File: config.mk
export PLATFORM = sky130hd
export DESIGN_NAME = bcd_multi_converter_flat
export DESIGN_NICKNAME = d
export VERILOG_FILES = /design/src/rtl/bcd_conv_pkg.sv /design/src/rtl/bcd_multi_converter_if.sv /design/src/rtl/bcd_dabble_step.sv /design/src/rtl/bcd_multi_converter.sv /design/src/flat_wrapper.sv
export SDC_FILE = /design/constraint.sdc
export NUM_CORES = 1
export LEC_CHECK = 0
export ABC_AREA = 1
export BUFFER_PORTS_ARGS = -buffer_cell sky130_fd_sc_hd__buf_4
export CAP_MARGIN = 10
export CORE_ASPECT_RATIO = 0.8
export CORE_UTILIZATION = 55
export DETAILED_ROUTE_END_ITERATION = 8
export PLACE_DENSITY = 0.76
export SLEW_MARGIN = 20
export SYNTH_ARGS = -nofsm -noshare
export SYNTH_HDL_FRONTEND = slang
export SYNTH_SLANG_ARGS = --single-unit
File: constraint.sdc
create_clock -name clk -period 5 [get_ports clk]
set_input_delay 0.75 -clock clk [delete_from_list [all_inputs] [get_ports clk]]
set_output_delay 0.75 -clock clk [all_outputs]
set_load 0.02 [all_outputs]
File: src/rtl/bcd_conv_pkg.sv
// Shared types and constants for the time-shared binary-to-BCD converter.
// The optional macro LEADING_ZERO_BLANK_EN is consumed by bcd_multi_converter.
package bcd_conv_pkg;

   typedef enum logic [1:0] {IDLE, SHIFT, STORE, COMMIT} state_t;

   localparam logic [3:0] BLANK_NIB = 4'hF;
   localparam logic [3:0] ERR_NIB   = 4'hE;

   // Overflow threshold 10**n as an exact 64-bit constant.
   function automatic logic [63:0] pow10(input int n);
      logic [63:0] p;
      p = 64'd1;
      for (int i = 0; i < n; i++) p = p * 64'd10;
      return p;
   endfunction

endpackage

File: src/rtl/bcd_multi_converter_if.sv
// Request/result bundle between the game number registers and the converter.
interface bcd_multi_converter_if #(
   parameter int NUM_CH = 4,
   parameter int IN_W   = 10,
   parameter int DIGITS = 3
) ();
   logic                         start;
   logic [NUM_CH*IN_W-1:0]       nums;
   logic [NUM_CH-1:0]            valid;
   logic                         busy;
   logic                         done;
   logic [NUM_CH*DIGITS*4-1:0]   digits;
   logic [NUM_CH-1:0]            ovf;

   modport master (output start, nums, valid, input  busy, done, digits, ovf);
   modport slave  (input  start, nums, valid, output busy, done, digits, ovf);
endinterface

File: src/rtl/bcd_dabble_step.sv
// One double-dabble iteration: add 3 to every nibble >= 5, then shift the next input bit in.
module bcd_dabble_step #(
   parameter int DIGITS = 3
) (
   input  logic [DIGITS*4-1:0] i_bcd,
   input  logic                i_bit,
   output logic [DIGITS*4-1:0] o_bcd
);
   logic [DIGITS*4-1:0] w_adj;

   // NOTE: assigning a default before the loop keeps every bit driven on every path, so no latch is inferred.
   always_comb begin
      w_adj = '0;
      for (int i = 0; i < DIGITS; i++) begin
         w_adj[i*4 +: 4] = (i_bcd[i*4 +: 4] >= 4'd5) ? i_bcd[i*4 +: 4] + 4'd3 : i_bcd[i*4 +: 4];
      end
   end

   assign o_bcd = {w_adj[DIGITS*4-2:0], i_bit};

endmodule

File: src/rtl/bcd_multi_converter.sv
// Time-shared binary-to-BCD converter: one dabble engine walks all channels, results commit atomically.
// Optional macro LEADING_ZERO_BLANK_EN blanks leading zero digits of valid, in-range channels.
module bcd_multi_converter
   import bcd_conv_pkg::*;
#(
   parameter int NUM_CH = 4,
   parameter int IN_W   = 10,
   parameter int DIGITS = 3
) (
   input  logic                  clk,
   input  logic                  rst,
   bcd_multi_converter_if.slave  bus
);
   localparam int              DW        = DIGITS * 4;
   localparam int              CH_W      = (NUM_CH > 1) ? $clog2(NUM_CH) : 1;
   localparam int              BIT_W     = (IN_W > 1) ? $clog2(IN_W) : 1;
   localparam logic [CH_W-1:0]  LAST_CH   = CH_W'(NUM_CH - 1);
   localparam logic [BIT_W-1:0] LAST_BIT  = BIT_W'(IN_W - 1);
   localparam logic [63:0]      OVF_LIMIT = pow10(DIGITS);

   state_t             r_state, w_next;
   logic [CH_W-1:0]    r_ch, w_next_ch;
   logic [BIT_W-1:0]   r_bit;
   logic [IN_W-1:0]    r_nums [NUM_CH];
   logic [NUM_CH-1:0]  r_valid;
   logic [IN_W-1:0]    r_shreg;
   logic [DW-1:0]      r_bcd, w_bcd_next, w_shown, w_store_nibs;
   logic               w_store_ovf, w_lead_zero;
   logic [DW-1:0]      r_sh_dig [NUM_CH];
   logic [NUM_CH-1:0]  r_sh_ovf;
   logic [NUM_CH*DW-1:0] r_digits;
   logic [NUM_CH-1:0]  r_ovf;
   logic               r_done;

   bcd_dabble_step #(.DIGITS(DIGITS)) u_step (
      .i_bcd (r_bcd),
      .i_bit (r_shreg[IN_W-1]),
      .o_bcd (w_bcd_next)
   );

   // NOTE: sequential state uses non-blocking assignments so every register sees pre-edge values.
   always_ff @(posedge clk or posedge rst) begin
      if (rst) r_state <= IDLE;
      else     r_state <= w_next;
   end

   always_comb begin
      w_next = r_state;
      case (r_state)
         IDLE:    if (bus.start) w_next = SHIFT;
         SHIFT:   if (r_bit == LAST_BIT) w_next = STORE;
         STORE:   w_next = (r_ch == LAST_CH) ? COMMIT : SHIFT;
         COMMIT:  w_next = IDLE;
         default: w_next = IDLE;
      endcase
   end

   assign w_next_ch = (r_ch == LAST_CH) ? '0 : r_ch + 1'b1;

   // Channel result as written to the shadow during STORE.
   always_comb begin
      w_shown     = r_bcd;
      w_lead_zero = 1'b1;
`ifdef LEADING_ZERO_BLANK_EN
      for (int i = DIGITS - 1; i > 0; i--) begin
         if (w_lead_zero && (r_bcd[i*4 +: 4] == 4'h0)) w_shown[i*4 +: 4] = BLANK_NIB;
         else                                          w_lead_zero      = 1'b0;
      end
`endif
      w_store_nibs = w_shown;
      w_store_ovf  = 1'b0;
      if (!r_valid[r_ch]) begin
         w_store_nibs = {DIGITS{BLANK_NIB}};
      end else if (64'(r_nums[r_ch]) >= OVF_LIMIT) begin
         w_store_nibs = {DIGITS{ERR_NIB}};
         w_store_ovf  = 1'b1;
      end
   end

   // NOTE: the captured channel values need no reset; they are always written before STORE reads them.
   always_ff @(posedge clk) begin
      if (r_state == IDLE && bus.start) begin
         for (int i = 0; i < NUM_CH; i++) r_nums[i] <= bus.nums[i*IN_W +: IN_W];
      end
   end

   always_ff @(posedge clk or posedge rst) begin
      if (rst) begin
         r_ch     <= '0;
         r_bit    <= '0;
         r_valid  <= '0;
         r_shreg  <= '0;
         r_bcd    <= '0;
         for (int i = 0; i < NUM_CH; i++) r_sh_dig[i] <= {DIGITS{BLANK_NIB}};
         r_sh_ovf <= '0;
         r_digits <= {(NUM_CH*DIGITS){BLANK_NIB}};
         r_ovf    <= '0;
         r_done   <= 1'b0;
      end else begin
         r_done <= (r_state == COMMIT);
         case (r_state)
            IDLE: if (bus.start) begin
               r_valid <= bus.valid;
               r_ch    <= '0;
               r_bit   <= '0;
               r_bcd   <= '0;
               r_shreg <= bus.nums[IN_W-1:0];
            end
            SHIFT: begin
               r_bcd   <= w_bcd_next;
               r_shreg <= r_shreg << 1;
               r_bit   <= (r_bit == LAST_BIT) ? '0 : r_bit + 1'b1;
            end
            STORE: begin
               r_sh_dig[r_ch] <= w_store_nibs;
               r_sh_ovf[r_ch] <= w_store_ovf;
               r_ch           <= w_next_ch;
               r_bcd          <= '0;
               r_shreg        <= r_nums[w_next_ch];
            end
            COMMIT: begin
               for (int i = 0; i < NUM_CH; i++) r_digits[i*DW +: DW] <= r_sh_dig[i];
               r_ovf <= r_sh_ovf;
            end
            default: ;
         endcase
      end
   end

   assign bus.busy   = (r_state != IDLE);
   assign bus.done   = r_done;
   assign bus.digits = r_digits;
   assign bus.ovf    = r_ovf;

endmodule

File: src/flat_wrapper.sv
// flat-port wrapper written by rule: the top's interface ports become plain ports
module bcd_multi_converter_flat import bcd_conv_pkg::*;
#(
   parameter int NUM_CH = 4,
   parameter int IN_W   = 10,
   parameter int DIGITS = 3
)
  (clk, rst, bus_start, bus_nums, bus_valid, bus_busy, bus_done, bus_digits, bus_ovf);
  bcd_multi_converter_if #(.NUM_CH(NUM_CH), .IN_W(IN_W), .DIGITS(DIGITS)) bus_i ();
  input  logic clk;
  input  logic rst;
  input wire logic [$bits(bus_i.start)-1:0] bus_start;
  input wire logic [$bits(bus_i.nums)-1:0] bus_nums;
  input wire logic [$bits(bus_i.valid)-1:0] bus_valid;
  output wire logic [$bits(bus_i.busy)-1:0] bus_busy;
  output wire logic [$bits(bus_i.done)-1:0] bus_done;
  output wire logic [$bits(bus_i.digits)-1:0] bus_digits;
  output wire logic [$bits(bus_i.ovf)-1:0] bus_ovf;
  assign bus_i.start = bus_start;
  assign bus_i.nums = bus_nums;
  assign bus_i.valid = bus_valid;
  assign bus_busy = bus_i.busy;
  assign bus_done = bus_i.done;
  assign bus_digits = bus_i.digits;
  assign bus_ovf = bus_i.ovf;
  bcd_multi_converter #(.NUM_CH(NUM_CH), .IN_W(IN_W), .DIGITS(DIGITS)) u_core (.clk(clk), .rst(rst), .bus(bus_i));
endmodule
==> results of run 1 <==
==> metal layers <==
metal  up-vias  wire length [um]  share of wire [%]
li1       2649                 -                  -
met1      2749              7790                 47
met2       160              7890                 47
met3        19               846                5.1
met4         0               178                1.1
met5         -                 0                  0
==> per-stage QoR <==
step                utilization, %  hold WS [ps]  worst slack, ps  total power (uW)  instances
floorplan                        -           433              684              4550        752
global placement              63.6           451             2730              5250       1009
detailed placement            63.6           459             2460              5380       1009
CTS                           67.8           471             2430              6690       1041
global route                  67.8           479             2170              7090       1041
finish                        67.8           468             2350              6670       1041
==> power groups by stage <==
stage / Sequential [uW] / Clock, uW / Combinational [uW]
finish: 2680 / 1280 / 2710
global route: 2750 / 1350 / 2980
CTS: 2680 / 1290 / 2710
detailed placement: 2700 / 0 / 2680
global placement: 2670 / 0 / 2590
floorplan: 2850 / 0 / 1710
==> worst register-to-register path, stage by stage, from the launching register on <==
cell	delay [ps]
dfrtp_1	410
inv_1	100
ha_1	520
inv_1	280
o21ai_2	190
buf_4	310
nand2_1	310
a21oi_1	210
o21ai_0	120
o21ai_0	100
==> layout make-up <==
| class | instances | area [um^2] |
|---|---|---|
| Clock buffer | 18 | 429 |
| Clock inverter | 14 | 140 |
| Fill cell | 996 | 4460 |
| Inverter | 55 | 211 |
| Multi-Input combinational cell | 490 | 2780 |
| Sequential cell | 179 | 4800 |
| Tap cell | 180 | 225 |
| Timing Repair Buffer | 105 | 788 |
==> sequential cells by signal, indices dropped and copies added (netlist names) <==
register and flops:
u_core.r_nums 40, u_core.r_bcd 12, u_core.r_valid 4, u_core.r_bit 4, u_core.bus.done 1, u_core.r_state 2
u_core.r_shreg 10, u_core.r_sh_ovf 4, u_core.bus.digits 48, u_core.bus.ovf 4, u_core.r_sh_dig 48, u_core.r_ch 2
==> cells by family after synthesis <==
kind of cell               share of synthesized area, %
and+or+nand+nor                                    19.6
adders and majority gates                          2.52
DFF                                                60.5
muxes                                              7.38
xor gates and xnor gates                          0.441
buffers and inverters                              4.52
AOI/OAI and AO/OA                                  5.09
==> cell usage after synthesis <==
library cell / count / area [um^2]
nand2_1: 233 / 875
dfstp_2: 96 / 2520
nor2_1: 66 / 248
inv_1: 52 / 195
mux2_2: 52 / 586
dfrtp_1: 43 / 1080
edfxtp_1: 40 / 1200
o21ai_0: 31 / 155
nand3_1: 27 / 135
a21oi_1: 18 / 90.1
ha_1: 16 / 200
buf_2: 15 / 75.1
nand3_4: 12 / 210
a31oi_1: 9 / 56.3
clkbuf_1: 9 / 33.8
o22ai_1: 7 / 43.8
nand2_4: 4 / 45.0
xor2_1: 4 / 35.0
o32ai_1: 3 / 26.3
inv_2: 2 / 7.51
o21ai_2: 2 / 17.5
a22oi_1: 1 / 7.51
and3b_1: 1 / 8.76
buf_12: 1 / 20.0
buf_4: 1 / 7.51
buf_6: 1 / 11.3
clkbuf_2: 1 / 5.00
clkinv_1: 1 / 3.75
nand2_8: 1 / 20.0
nor2_2: 1 / 6.26
nor3_1: 1 / 5.00
o31ai_1: 1 / 7.51
==> worst paths after layout <==
path                                     start  cells past startpoint               endpoint  slack (ps)
setup reg to reg             u_core.r_state[0]                      9        u_core.r_bcd[2]        2350
hold / removal             u_core.r_sh_dig[25]                      2    u_core.r_sh_dig[25]         470
min in group asynchronous                  rst                      2        u_core.bus.done         480
max in group asynchronous                  rst                      3  u_core.bus.digits[12]        3410
hold reg to reg            u_core.r_sh_dig[25]                      2    u_core.r_sh_dig[25]         470
setup / recovery             u_core.r_state[0]                      9        u_core.r_bcd[2]        2350
==> results.cfg, run 1 <==
[floorplanning]
initial_core_util_pct = 57.4
ios = 101
fp.coreArea_um2 = 13800
core.rowCount = 38
die_height_um = 109
die_area_um2 = 14900
die-width_um = 136

[timing]
period_needed_ps = 2650
slew-limit-headroom_pct = 47.5
hold_viol = 0
setup_viol = 0
rsz0062_at_grt = false
skew_ps = 7.72
tightest_slew_ps = 787
clock.fmax_mhz = 378
period_share_pct = 53.0
tns_ps = 0
slew_viol_final = 0

[grt]
use_met1_pct = 34.7
grt_pass1_vias = 5530
grt_max_degree = 92
grt_use_met2_pct = 39.0
antenna_found_initial = 0
track_usage_pct = 24.5
grt_pass1_wl_um = 27700
gr-usage-met3_pct = 5.26
gr-max-usage-layer = met2
gr-total-overflow = 0

[finish]
syn2layout_area_growth_pct = 18.2
layout_common_cells = nand2_1, buf_4, dfstp_2
drive_gt1_share_pct = 35.8
layout_commonest_cell = nand2_1
n_antenna_cell = 0
stdcell_area_um2 = 9380
fin_nets = 911

[synth]
postSynthAreaPerCell_um2 = 10.6
synth_seq_area_share_pct = 60.5
syn_nets = 815
synth_cells = 752
netlist_area_um2 = 7940
yosysWarningCount = 0
synth_cell_types = 32
synth_seq_cells = 179

[clocking]
cts_inserted_buffers = 17
clockRootBuffer = clkbuf_16
clk_pin_slew_ps = 60
cts_tree = yes
cts_resized = 0
hold_buffers = 0
postCtsSetupRepairBufs = 0
htree_num_levels = 4
insertion_delay_ps = 430
clock_sinks = 179
cts-root-to-sink-buffers = 2

[place]
hpwl_um = 11700
dpl_cell_area_um2 = 8810
io_buffers = 100
gp_congestion = 0.812

[routing]
wl_per_cell_um = 16.0
drt-total-wl_um = 16700
drtIter0Drc = 502
vias_per_cell = 5.36
firstDrtPassIters = 5
ant_nets = 0
vias = 5577
drc = 0

[power]
seq_power_share_pct = 40.2
p_leak_uw = 0.00426
power_frac_comb_pct = 40.6
sw_frac_of_total_pct = 38.3
ir_drop_mv = 0.430
p_int_uw = 4110
p_switching_uw = 2550
power_frac_clock_pct = 19.2
cellPowerDensity_nw_per_um2 = 711

[worst_setup_path]
slowest_delay_ps = 520
worstPathRequired_ps = 5330
critPathKind = reg2reg
slowest_stage = ha_1
end_kind = register
worstPathArrival_ps = 2980
start_kind = register
critPathBufInv = 3
path_delay_family = buffers and inverters
critPathMaxFanout = 29
cp_cell_sequence = inv_1 > ha_1 > inv_1 > o21ai_2 > buf_4 > nand2_1 > a21oi_1 > o21ai_0 > o21ai_0

[run_status]
status = finished clean

[min_path]
hold_class = reg2reg

[flow_run]
cap_viol_max_count = 0
Note: power is estimated with default switching activity, not from simulation.
==> run 2: changes to the inputs <==
CORE_UTILIZATION = 52   (was 55)
clock period = 2.35 ns   (was 5 ns; I/O delays follow)
==> results.cfg, run 2 (synthesis gave the netlist of run 1 again) <==
[run_status]
status = finished clean

[timing]
tns_ps = 0
skew_ps = 10.6
slew-limit-headroom_pct = 52.3
rsz0062_at_grt = false
setup_viol = 0
hold_viol = 0
period_share_pct = 94.5
period_needed_ps = 2220
slew_viol_final = 0
clock.fmax_mhz = 450
tightest_slew_ps = 715

[floorplanning]
die-width_um = 140
core.rowCount = 39
ios = 101
initial_core_util_pct = 54.4
die_area_um2 = 15800
die_height_um = 113
fp.coreArea_um2 = 14600

[clocking]
clockRootBuffer = clkbuf_16
cts_inserted_buffers = 17
cts_resized = 0
hold_buffers = 0
insertion_delay_ps = 430
cts_tree = yes
clk_pin_slew_ps = 70
cts-root-to-sink-buffers = 2
postCtsSetupRepairBufs = 0
clock_sinks = 179
htree_num_levels = 4

[min_path]
hp-start = bus_nums[11]
min_delay_path_depth = 1
hold_class = in2reg
min_to = u_core.r_nums[1][1]

[finish]
layout_commonest_cell = nand2_1
n_antenna_cell = 0
stdcell_area_um2 = 9520
layout_common_cells = nand2_1, buf_4, dfstp_2
drive_gt1_share_pct = 36.4
syn2layout_area_growth_pct = 19.9
fin_nets = 919

[grt]
antenna_found_initial = 0
grt_pass1_vias = 5347
track_usage_pct = 22.5
grt_max_degree = 140
gr-total-overflow = 0
grt_pass1_wl_um = 27300

[routing]
vias_per_cell = 5.23
vias = 5509
firstDrtPassIters = 5
ant_nets = 0
wl_per_cell_um = 15.7
drtIter0Drc = 409
drc = 0
drt-total-wl_um = 16500

[power]
p_leak_uw = 0.00433
ir_drop_mv = 0.746
cellPowerDensity_nw_per_um2 = 1520

[place]
io_buffers = 100
dpl_cell_area_um2 = 8910
gp_congestion = 0.828
hpwl_um = 11300

[worst_setup_path]
rr_endpoint = u_core.r_shreg[8]
slowest_delay_ps = 580
path_common_cell = nand2_1
r2r-start = u_core.r_ch[0]
start_kind = register
rrSetupSlack_ps = 130
slowest_stage = ha_1
end_kind = register
critPathMaxFanout = 11
cp_cell_sequence = inv_2 > ha_1 > inv_1 > nor2_1 > o21ai_0 > nand2_1 > nand2_1 > a21oi_1
worstPathRequired_ps = 2700
critPathKind = reg2reg
worstPathArrival_ps = 2570
r2r.worst_path.cells = 8

[flow_run]
cap_viol_max_count = 0
run 2: cell count changes in the layout (fill, tap and decap cells not counted), sizes merged:
cell      delta
bufinv       +1
clkinvlp     -2
clkinv       -2
buf          +8
inv          +3
run 2: metrics by stage:
stage / std cells / power, uW / hold WS (ps) / worst slack, ps / utilization [%]
after global routing: 1053 / 15400 / 73.4 / 7.74 / 65.2
after floorplan: 752 / 9690 / 433 / 267 / -
after CTS: 1053 / 14600 / 80.3 / 186 / 65.2
after global placement: 1021 / 11400 / 449 / 422 / 61.1
final: 1053 / 14500 / 92.1 / 129 / 65.2
after detailed placement: 1021 / 11600 / 455 / 266 / 61.1
run 2: layout make-up:
type	count	area, um^2
well taps	184	230
clock inverters	14	179
clock buffers	18	429
multi-input cells	490	2780
flip-flops and latches	179	4800
inverters	55	210
repair buffers	113	886
fillers	1113	5070
run 2: per-layer routing:
layer,global-route usage (%),part of all wire (%),up-vias,routed length [um]
li1,-,-,2677,-
met1,32.8,47,2636,7730
met2,33.3,45,175,7490
met3,5.42,6.6,21,1090
met4,6.96,1.4,0,232
met5,0,0,-,0
run 2: where the power goes:
group | internal, uW | switching (uW) | total (uW) | leakage, uW
clock network | 1690 | 1220 | 2910 | 0.000286
logic | 2320 | 3540 | 5870 | 0.00211
registers | 4990 | 707 | 5700 | 0.00194
run 2: worst max-delay path by stage:
| stage | startpoint | end | slack (ps) | cells past startpoint |
|---|---|---|---|---|
| 2_1_floorplan | u_core.r_state[0] | u_core.r_ch[1] | 270 | 7 |
| 3_3_place_gp | u_core.r_ch[0] | u_core.r_shreg[2] | 420 | 8 |
| 3_5_place_dp | u_core.r_ch[0] | u_core.r_shreg[1] | 270 | 8 |
| 4_1_cts | u_core.r_ch[0] | u_core.r_shreg[8] | 190 | 8 |
| 5_1_grt | u_core.r_ch[0] | u_core.r_shreg[8] | 8 | 8 |
| 6_report | u_core.r_ch[0] | u_core.r_shreg[8] | 130 | 8 |
run 2: worst max-delay path, delay by kind of cell, from the launching register on:
kind            cells  cell delay (ps)
simple gates        3              330
flops               1              480
fa+ha+maj           1              580
buf+inv             2              480
compound gates      2              260
==> run 3: changes to the inputs <==
RECOVER_POWER = 100   (was default)
==> results.cfg, run 3 (synthesis gave the netlist of run 1 again) <==
[run_status]
status = finished with violations
violations = max-capacitance violations, max-slew violations

[grt]
use_met1_pct = 32.8
grt_pass1_wl_um = 27300
grt_max_degree = 140
antenna_found_initial = 0
grt_pass1_vias = 5347
track_usage_pct = 22.5
gr-max-usage-layer = met2
gr-usage-met3_pct = 5.42
grt_use_met2_pct = 33.3
gr-total-overflow = 0

[worst_setup_path]
slowest_delay_ps = 580
cp_cell_sequence = inv_2 > ha_1 > inv_1 > nor2_1 > o21ai_0 > nand2_1 > nand2_1 > a21oi_1
end_kind = register
worstPathArrival_ps = 2560
rr_endpoint = u_core.r_shreg[8]
critPathMaxFanout = 11
start_kind = register
r2r.worst_path.cells = 8
critPathKind = reg2reg
path_common_cell = nand2_1
slowest_stage = ha_1
worstPathRequired_ps = 2700
crit_path_start = u_core.r_ch[0]
r2r-start = u_core.r_ch[0]
rrSetupSlack_ps = 140

[power]
p_leak_uw = 0.00409
ir_drop_mv = 0.740
cellPowerDensity_nw_per_um2 = 1520

[timing]
slew-limit-headroom_pct = -20.8
period_needed_ps = 2210
skew_ps = 9.50
slew_viol_final = 140
tightest_slew_ps = 1810
tns_ps = 0
holdWs_ps = 115
period_share_pct = 94.0
hold_viol = 0
clock.fmax_mhz = 453
rsz0062_at_grt = false
setup_viol = 0

[floorplanning]
die_area_um2 = 15800
ios = 101
die-width_um = 140
die_height_um = 113
core.rowCount = 39
initial_core_util_pct = 54.4
fp.coreArea_um2 = 14600

[clocking]
clockRootBuffer = clkbuf_16
cts-root-to-sink-buffers = 2
clock_sinks = 179
postCtsSetupRepairBufs = 0
htree_num_levels = 4
cts_tree = yes
cts_inserted_buffers = 17
insertion_delay_ps = 430
hold_buffers = 0
cts_resized = 0
clk_pin_slew_ps = 70

[routing]
firstDrtPassIters = 5
vias_per_cell = 5.19
vias = 5461
drtIter0Drc = 389
drc = 0
wl_per_cell_um = 15.8
ant_nets = 0
drt-total-wl_um = 16600

[finish]
n_antenna_cell = 0
layout_common_cells = nand2_1, dfstp_2, nor2_1
stdcell_area_um2 = 9220
fin_nets = 919
drive_gt1_share_pct = 28.5
layout.cells.non_filler = 1053
final_util_pct = 63.2
seqCellArea_um2 = 4800
syn2layout_area_growth_pct = 16.2
multi_input_area_um2 = 2740
layout_commonest_cell = nand2_1
nFillCells = 1187

[min_path]
min_delay_path_depth = 1
min_to = u_core.r_nums[3][1]
hp-start = bus_nums[31]
hold_class = in2reg

[place]
hpwl_um = 11300
gp_congestion = 0.828
dp.cells = 1021
dpl_cell_area_um2 = 8910
io_buffers = 100

[flow_run]
cap_viol_max_count = 1
==> run 3: worst max-delay path by stage <==
stage                        end  slack [ps]
2_1_floorplan     u_core.r_ch[1]         270
3_3_place_gp   u_core.r_shreg[2]         420
3_5_place_dp   u_core.r_shreg[1]         270
4_1_cts        u_core.r_shreg[8]         190
5_1_grt        u_core.r_shreg[8]           8
6_report       u_core.r_shreg[8]         140
==> run 3: critical path, delay by kind of cell, from the launching register on <==
kind / cells / cell delay [ps]
AND/OR/NAND/NOR: 3 / 330
buffers and inverters: 2 / 470
flip-flops: 1 / 480
adder cells (fa/ha/maj): 1 / 580
AO/OA/AOI/OAI: 2 / 260
==> run 3: power by group <==
group / switching, uW / internal, uW / total (uW)
combinational: 3510 / 1940 / 5440
sequential: 700 / 4980 / 5680
clock: 1230 / 1690 / 2920
==> run 3: area by class of cell <==
cell class | instances | area share (%)
flip-flops and latches | 179 | 52.1
multi-input cells | 490 | 29.7
repair buffers | 113 | 6.85
clock buffers | 18 | 4.66
well taps | 184 | 2.50
inverters | 55 | 2.25
clock inverters | 14 | 1.94
==> run 3: metal layers <==
| layer | vias up | share of wire [%] |
|---|---|---|
| met5 | - | 0 |
| met4 | 0 | 1.4 |
| met3 | 19 | 6.0 |
| met2 | 167 | 45 |
| met1 | 2610 | 48 |
| li1 | 2665 | - |
==> run 3: metrics by stage <==
| stage | total power [uW] | setup WS [ps] |
|---|---|---|
| final | 14000 | 142 |
| after global routing | 14900 | 7.74 |
| after CTS | 14600 | 186 |
| after detailed placement | 11600 | 266 |
| after global placement | 11400 | 422 |
| after floorplan | 9690 | 267 |
